### config.mk
export PLATFORM = sky130hd
export DESIGN_NAME = register_file_scoreboard_flat
export DESIGN_NICKNAME = d
export VERILOG_FILES = /design/src/rtl/register_file_scoreboard_if.sv /design/src/rtl/register_file_scoreboard.sv /design/src/flat_wrapper.sv
export SDC_FILE = /design/constraint.sdc
export NUM_CORES = 2
export LEC_CHECK = 0
export CAP_MARGIN = 10
export CORE_ASPECT_RATIO = 0.5
export CORE_MARGIN = 3
export CORE_UTILIZATION = 23
export CTS_CLUSTER_DIAMETER = 200
export DETAILED_ROUTE_END_ITERATION = 10
export HOLD_SLACK_MARGIN = 0.02
export PLACE_DENSITY_LB_ADDON = 0.15
export SLEW_MARGIN = 0
export SYNTH_ARGS = -nofsm -noshare
export SYNTH_HDL_FRONTEND = slang
export SYNTH_SLANG_ARGS = --single-unit
### constraint.sdc
create_clock -name clk -period 12.56 [get_ports clk]
set_input_delay 2.512 -clock clk [delete_from_list [all_inputs] [get_ports clk]]
set_output_delay 2.512 -clock clk [all_outputs]
set_load 0.1 [all_outputs]
### src/rtl/register_file_scoreboard_if.sv
// rtl/register_file_scoreboard_if.sv - decode/writeback bus for the register file scoreboard
interface register_file_scoreboard_if #(
   parameter int DATA_WIDTH = 32,
   parameter int ADDR_WIDTH = 5,
   parameter int NUM_READ   = 2
);
   logic                           write_enable;
   logic [ADDR_WIDTH-1:0]          address_write;
   logic [DATA_WIDTH-1:0]          value_write;
   logic [NUM_READ*ADDR_WIDTH-1:0] address_read;
   logic [NUM_READ*DATA_WIDTH-1:0] value_read;
   logic [NUM_READ-1:0]            busy_read;
   logic                           reserve_enable;
   logic [ADDR_WIDTH-1:0]          address_reserve;
   logic                           flush;
   logic [ADDR_WIDTH:0]            busy_count;

   modport master (
      output write_enable, address_write, value_write, address_read,
      output reserve_enable, address_reserve, flush,
      input  value_read, busy_read, busy_count
   );

   modport slave (
      input  write_enable, address_write, value_write, address_read,
      input  reserve_enable, address_reserve, flush,
      output value_read, busy_read, busy_count
   );
endinterface

### src/rtl/register_file_scoreboard.sv
// rtl/register_file_scoreboard.sv - register file with write forwarding and pending-write scoreboard
module register_file_scoreboard #(
   parameter int DATA_WIDTH = 32,
   parameter int ADDR_WIDTH = 5,
   parameter int NUM_READ   = 2,
   parameter int ZERO_REG   = 1
) (
   input logic clk,
   input logic reset_n,
   register_file_scoreboard_if.slave bus
);
   localparam int DEPTH = 1 << ADDR_WIDTH;

   logic [DATA_WIDTH-1:0] regs [DEPTH];
   logic [DEPTH-1:0]      busy;
   logic [DEPTH-1:0]      busy_next;
   logic [DEPTH-1:0]      write_sel;
   logic [ADDR_WIDTH:0]   count_next;
   logic [ADDR_WIDTH-1:0] read_addr [NUM_READ];
   logic                  fwd_hit [NUM_READ];

   always_comb begin
      write_sel = '0;
      if (bus.write_enable) write_sel[bus.address_write] = 1'b1;
      if (ZERO_REG != 0) write_sel[0] = 1'b0;
   end

   // Reserve is applied after the write clear so the issuing instruction keeps ownership.
   always_comb begin
      busy_next = busy & ~write_sel;
      if (bus.reserve_enable) busy_next[bus.address_reserve] = 1'b1;
      if (bus.flush) busy_next = '0;
      if (ZERO_REG != 0) busy_next[0] = 1'b0;
   end

   always_comb begin
      count_next = '0;
      for (int i = 0; i < DEPTH; i++) begin
         count_next = count_next + {{ADDR_WIDTH{1'b0}}, busy_next[i]};
      end
   end

   always_ff @(posedge clk) begin
      if (!reset_n) begin
         busy           <= '0;
         bus.busy_count <= '0;
         for (int i = 0; i < DEPTH; i++) regs[i] <= '0;
      end else begin
         busy           <= busy_next;
         bus.busy_count <= count_next;
         for (int i = 0; i < DEPTH; i++) begin
            if (write_sel[i]) regs[i] <= bus.value_write;
         end
      end
   end

   for (genvar g = 0; g < NUM_READ; g++) begin : g_read
      assign read_addr[g] = bus.address_read[g*ADDR_WIDTH +: ADDR_WIDTH];
      assign fwd_hit[g]   = bus.write_enable && (bus.address_write == read_addr[g]);
   end

   // A write in flight both forwards its data and hides the busy bit it is about to clear.
   always_comb begin
      bus.value_read = '0;
      bus.busy_read  = '0;
      for (int i = 0; i < NUM_READ; i++) begin
         if (ZERO_REG != 0 && read_addr[i] == '0) begin
            bus.value_read[i*DATA_WIDTH +: DATA_WIDTH] = '0;
         end else if (fwd_hit[i]) begin
            bus.value_read[i*DATA_WIDTH +: DATA_WIDTH] = bus.value_write;
         end else begin
            bus.value_read[i*DATA_WIDTH +: DATA_WIDTH] = regs[read_addr[i]];
         end
         bus.busy_read[i] = busy[read_addr[i]] && !fwd_hit[i];
      end
   end
endmodule

### src/flat_wrapper.sv
// flat-port wrapper written by rule: the top's interface ports become plain ports
module register_file_scoreboard_flat 
#(
   parameter int DATA_WIDTH = 32,
   parameter int ADDR_WIDTH = 5,
   parameter int NUM_READ   = 2,
   parameter int ZERO_REG   = 1
)
  (clk, reset_n, bus_write_enable, bus_address_write, bus_value_write, bus_address_read, bus_reserve_enable, bus_address_reserve, bus_flush, bus_value_read, bus_busy_read, bus_busy_count);
  register_file_scoreboard_if #(.DATA_WIDTH(DATA_WIDTH), .ADDR_WIDTH(ADDR_WIDTH), .NUM_READ(NUM_READ)) bus_i ();
  input logic clk;
  input logic reset_n;
  input wire logic [$bits(bus_i.write_enable)-1:0] bus_write_enable;
  input wire logic [$bits(bus_i.address_write)-1:0] bus_address_write;
  input wire logic [$bits(bus_i.value_write)-1:0] bus_value_write;
  input wire logic [$bits(bus_i.address_read)-1:0] bus_address_read;
  input wire logic [$bits(bus_i.reserve_enable)-1:0] bus_reserve_enable;
  input wire logic [$bits(bus_i.address_reserve)-1:0] bus_address_reserve;
  input wire logic [$bits(bus_i.flush)-1:0] bus_flush;
  output wire logic [$bits(bus_i.value_read)-1:0] bus_value_read;
  output wire logic [$bits(bus_i.busy_read)-1:0] bus_busy_read;
  output wire logic [$bits(bus_i.busy_count)-1:0] bus_busy_count;
  assign bus_i.write_enable = bus_write_enable;
  assign bus_i.address_write = bus_address_write;
  assign bus_i.value_write = bus_value_write;
  assign bus_i.address_read = bus_address_read;
  assign bus_i.reserve_enable = bus_reserve_enable;
  assign bus_i.address_reserve = bus_address_reserve;
  assign bus_i.flush = bus_flush;
  assign bus_value_read = bus_i.value_read;
  assign bus_busy_read = bus_i.busy_read;
  assign bus_busy_count = bus_i.busy_count;
  register_file_scoreboard #(.DATA_WIDTH(DATA_WIDTH), .ADDR_WIDTH(ADDR_WIDTH), .NUM_READ(NUM_READ), .ZERO_REG(ZERO_REG)) u_core (.clk(clk), .reset_n(reset_n), .bus(bus_i));
endmodule
# After elaboration in Yosys (flattened, before gate mapping)
# Memory sizes are Yosys's and may differ from the RTL's.
# Cells that the tools add are included.
dict set report word_totals {
  mem_count 1
  out_inout_bits 72
  latchBits 0
  register_bits 38
  wordCells 226
  rom_bits 0
  ram_bits 1024
  inputBits 57
}
dict set report classes {
  shifts 0
  n_reduce_logical 10
  n_div 0
  n_lt_le_gt_ge 6
  n_bitwise 34
  n_mul 0
  n_eq_ne 2
  add_sub_neg 30
  mux 140
}
# name depth width read_ports rd_clocked_by_memory_dff wr line
set memory_table {}
lappend memory_table {u_core.regs 32 32 2 0 32 register_file_scoreboard.sv:14} ;# logic [DATA_WIDTH-1:0] regs [DEPTH];
# operator count
set ops {}
lappend ops {{32-bit 2-to-1 mux} 38}
lappend ops {{6-bit by 1-bit adder with 6-bit output} 29}
lappend ops {{1-bit 2-to-1 mux} 98}
lappend ops {{32-bit bitwise AND} 1}
lappend ops {{32-bit NOT} 1}
lappend ops {{32-bit bitwise OR} 1}
lappend ops {{1-bit bitwise OR} 31}
lappend ops {{5-bit by 6-bit < comparator with 1-bit output (second input constant)} 4}
lappend ops {{1-bit binary-select mux with 5-bit select} 2}
lappend ops {{1-bit demux with 5-bit select} 2}
lappend ops {{5-bit == test} 2}
lappend ops {{5-bit by 1-bit >= comparator with 1-bit output (second input constant)} 2}
lappend ops {{5-bit logical NOT} 2}
lappend ops {{1-bit logical AND} 6}
lappend ops {{1-bit by 1-bit adder with 2-bit output} 1}
lappend ops {{1-bit logical NOT} 2}

# Logic depth before layout (Yosys ltp)
dict set report logic_depth {
  depth_word 40
  mapped_depth 23
}

# Least setup slack after synthesis
# No wires, ideal clock.
dict set report synth_timing {
  kind {input-to-output}
  from {input port bus_address_read[0]}
  to {output port bus_value_read[13]}
  cell_stages 9
  slack_ns 3.129
  t_required_ns 10.048
  n_path_buf 4
  t_arrival_ns 6.919
  path_cell_list {buf_6 -> buf_12 -> buf_12 -> xor2_1 -> nor4_2 -> nand3_1 -> buf_2 -> and3_1 -> a2111oi_1}
}
dict set report synth_between {
  elab_chain_len 4
  word_cells_on_any_way 6
  classes_between {1 x eq/ne; 2 x mux; 2 x reduce/logical; 1 x memory}
}
# element line
set synth_rtl {}
lappend synth_rtl {{start, declared} flat_wrapper.sv:16} ;# input wire logic [$bits(bus_i.address_read)-1:0] bus_address_read;
lappend synth_rtl {{branches (longest 3 deep; another with memory read 32 x 32 bit)} n/a}
lappend synth_rtl {{32-bit 2-to-1 mux (*)} register_file_scoreboard.sv:67} ;# if (ZERO_REG != 0 && read_addr[i] == '0) begin
lappend synth_rtl {{end, declared} flat_wrapper.sv:20} ;# output wire logic [$bits(bus_i.value_read)-1:0] bus_value_read;
# Every way passes the cells marked *.

# Worst setup path after layout
dict set report layout_timing {
  from {input port bus_address_read[1]}
  to {output port bus_value_read[19]}
}
# Same word-level chain as after synthesis.

==> impl_results.md <==
- Critical Path AT: 7.42 ns
- IO buf count: 128
- Grt ovf: 0
- MaxCap Viol Count: 0
- Hold-fix buffers, CTS: 0
- Mapped cell area: 52,750 sq um
- Ys Warns: 0
- Yosys cell types: 63
- Clk slew on worst S/H paths: 0.06 ns
- Fillcell total: 23,004
- RSZ-0062 raised after global routing: no
- Final Cycle Share: 0.7904
- Post-CTS Setup Bufs: 0
- DRT Wirelength: 227.7 mm
- Via count: 35,380
- H-tree depth: 3
- Core footprint: 226,400 sq um
- Peak VDD IR: 0.1096 mV
- DRT antenna net count: 0
- Sequential share of the synthesized area: 0.5788
- #FFs+latches synth: 1,029
- Initial antenna violation count: 8
- Area grow syn2layout: 15.41%
- Total power after layout: 0.008853 W
- Die ar.: 235,500 sq um
- Slew @ Worst Pin: 1.385 ns
- Pins Over Slew Limit: 0
- DRC viols: 0
- Vias in the first global route: 35,881
- Startpoint types: primary input
- Largest net degree at the start of global routing: 111
- DR pass1 iterations: 8
- CTS tree: done
- Setup Viol. Count Final: 0
- Initial Util: 0.2330
- Most frequent cells in the layout: 992 x edfxtp_1, 674 x nor2_1, 365 x mux4_2
- Vias per cell: 5.189
- CTS resizes: 0
- Worst Skew: 0.02498 ns
- Iter 0 DRT Violations: 4,026
- # IOs: 129
- Most common cell after layout, fill and taps aside: edfxtp_1
- Period minus WS final: 9.927 ns
- Root buf cell: clkbuf_16
- Number of synthesized flops with an enable pin: 992
- Avg WL per Cell: 33.40 um
- Layout cell share with drive strength beyond 1: 0.2355
- Clock latency on the worst-skew pair: 0.76 ns
- Num Clock Sinks: 1,029
- Synth Instances: 3,632
- Total negative slack: 0 ns
- Die H: 344.6 um
- Die X: 683.2 um
- Tot GR Track Use: 0.1887
- Synth Area per Inst: 14.52 sq um
- Worst path required time: 10.05 ns
- Total CTS buffers: 114
- Pwr per Cell Area: 145.4 nW/um^2
- Nets: 3,764
- Post-Syn Nets: 3,721
- CP Max Fanout: 31
- Type of the most critical hold path: flip-flop to flip-flop
- Longest Clk Path Bufs: 3
- Top FF cell, synth: edfxtp_1
- Hpwl dp: 137.0 mm
- Final Hold Fails: 0
- Gpl congestion: 0.8308
- # rows: 123
- Worst setup path category: primary input to primary output
- Max Freq: 0.1007 GHz
- P_leak: 19.65 nW
- First-pass GRT wire length: 310.0 mm
- Post-synthesis async set-or-reset flop share: 0
- CP endpoint kind: primary output
- Max-slew headroom: 0.07497
- Outcome: completed
-- metrics by stage --
stage	utilization	hold WS, ns	setup WS, ns	cell area (sq um)	instances
3_3_place_gp	0.2538	0.5442	2.636	57450	6621
4_1_cts	0.2689	0.5652	2.687	60870	6815
5_1_grt	0.2689	0.6084	2.643	60870	6816
2_1_floorplan	-	0.5029	3.129	52750	3632
6_report	0.2689	0.5647	2.633	60870	6818
3_5_place_dp	0.2538	0.5461	2.697	57450	6621
-- area by class of cell --
cell class	count	area, sq um	share of cell area
Clock buffer	139	2968	0.04875
Multi-Input combinational cell	2206	20470	0.3362
Clock inverter	55	450.4	0.007399
Inverter	60	225.2	0.003700
Tap cell	3062	3831	0.06294
Timing Repair Buffer	264	2395	0.03934
Sequential cell	1029	30530	0.5015
Antenna cell	3	7.507	0.0001233
-- cells by family after synthesis --
kind of cell / share of synthesized area
adders and majority gates: 0.01086
muxes: 0.2172
AOI/OAI and AO/OA: 0.07173
and+or+nand+nor: 0.08191
DFF: 0.5788
xor gates and xnor gates: 0.001993
buffers and inverters: 0.03753
-- report_power, final --
part	leakage [nW]	switching [W]	internal (W)
Clock	1.67	0.00147	0.00177
Combinational	8.17	0.00102	0.000479
Sequential	9.82	0.000111	0.00401
Total	19.7	0.00260	0.00626
-- state kept, by name (all words and copies together), names as in the netlist --
register,cells
u_core.busy,31
u_core.regs,992
u_core.bus.busy_count,6
-- metal layers --
| metal | global-route usage | share of wire |
|---|---|---|
| met1 | 0.2638 | 0.45 |
| met2 | 0.2986 | 0.45 |
| met3 | 0.03581 | 0.067 |
| met4 | 0.05327 | 0.031 |
| met5 | 0 | 0 |
-- critical path: stages --
cell             delay (ns)
buf_8                  0.31
nor2b_1                1.12
and2b_1                0.72
buf_4                  0.40
a2111oi_0              0.15
o311a_1                0.36
nor3_2                 0.51
clkdlybuf4s50_1        1.25
-- path summary, 6_finish.rpt --
kind                               to  cells past startpoint           startpoint  slack (ns)
max                bus_value_read[19]                      8  bus_address_read[1]        2.63
min                   u_core.busy[15]                      2      u_core.busy[15]        0.56
max reg2reg  u_core.bus.busy_count[4]                     19       u_core.busy[2]        7.35
min reg2reg           u_core.busy[15]                      2      u_core.busy[15]        0.56
-- synth_stat cells, types with 9 or more instances --
library cell,count,area [sq um]
edfxtp_1,992,29790
nor2_1,678,2545
mux4_2,365,8220
clkbuf_1,180,675.7
mux2i_1,169,1692
nand2_1,155,581.8
mux2_2,104,1171
buf_2,84,420.4
o22ai_1,64,400.4
inv_1,58,217.7
a31oi_1,53,331.6
a221oi_1,51,446.7
a22oi_1,50,375.4
o21ai_0,42,210.2
dfxtp_1,37,740.7
a2111oi_0,35,306.5
buf_4,34,255.2
a22o_1,32,280.3
nand2b_1,27,168.9
nor3_1,27,135.1
a21oi_1,26,130.1
and2_1,25,156.4
a221oi_2,23,345.3
fa_1,23,460.4
o311a_1,23,230.2
o21ai_1,22,110.1
nor2b_1,21,131.4
nor3_2,20,200.2
o221ai_1,19,166.4
buf_6,16,180.2
a211oi_1,14,105.1
and3_1,14,87.58
or2_2,13,81.33
a21o_1,12,90.09
a2bb2oi_1,12,105.1
buf_1,12,45.04
mux2_1,12,135.1
xor2_1,10,87.58
ha_1,9,112.6
mux4_1,9,236.5
No activity file was read; power rests on OpenSTA's default activity.
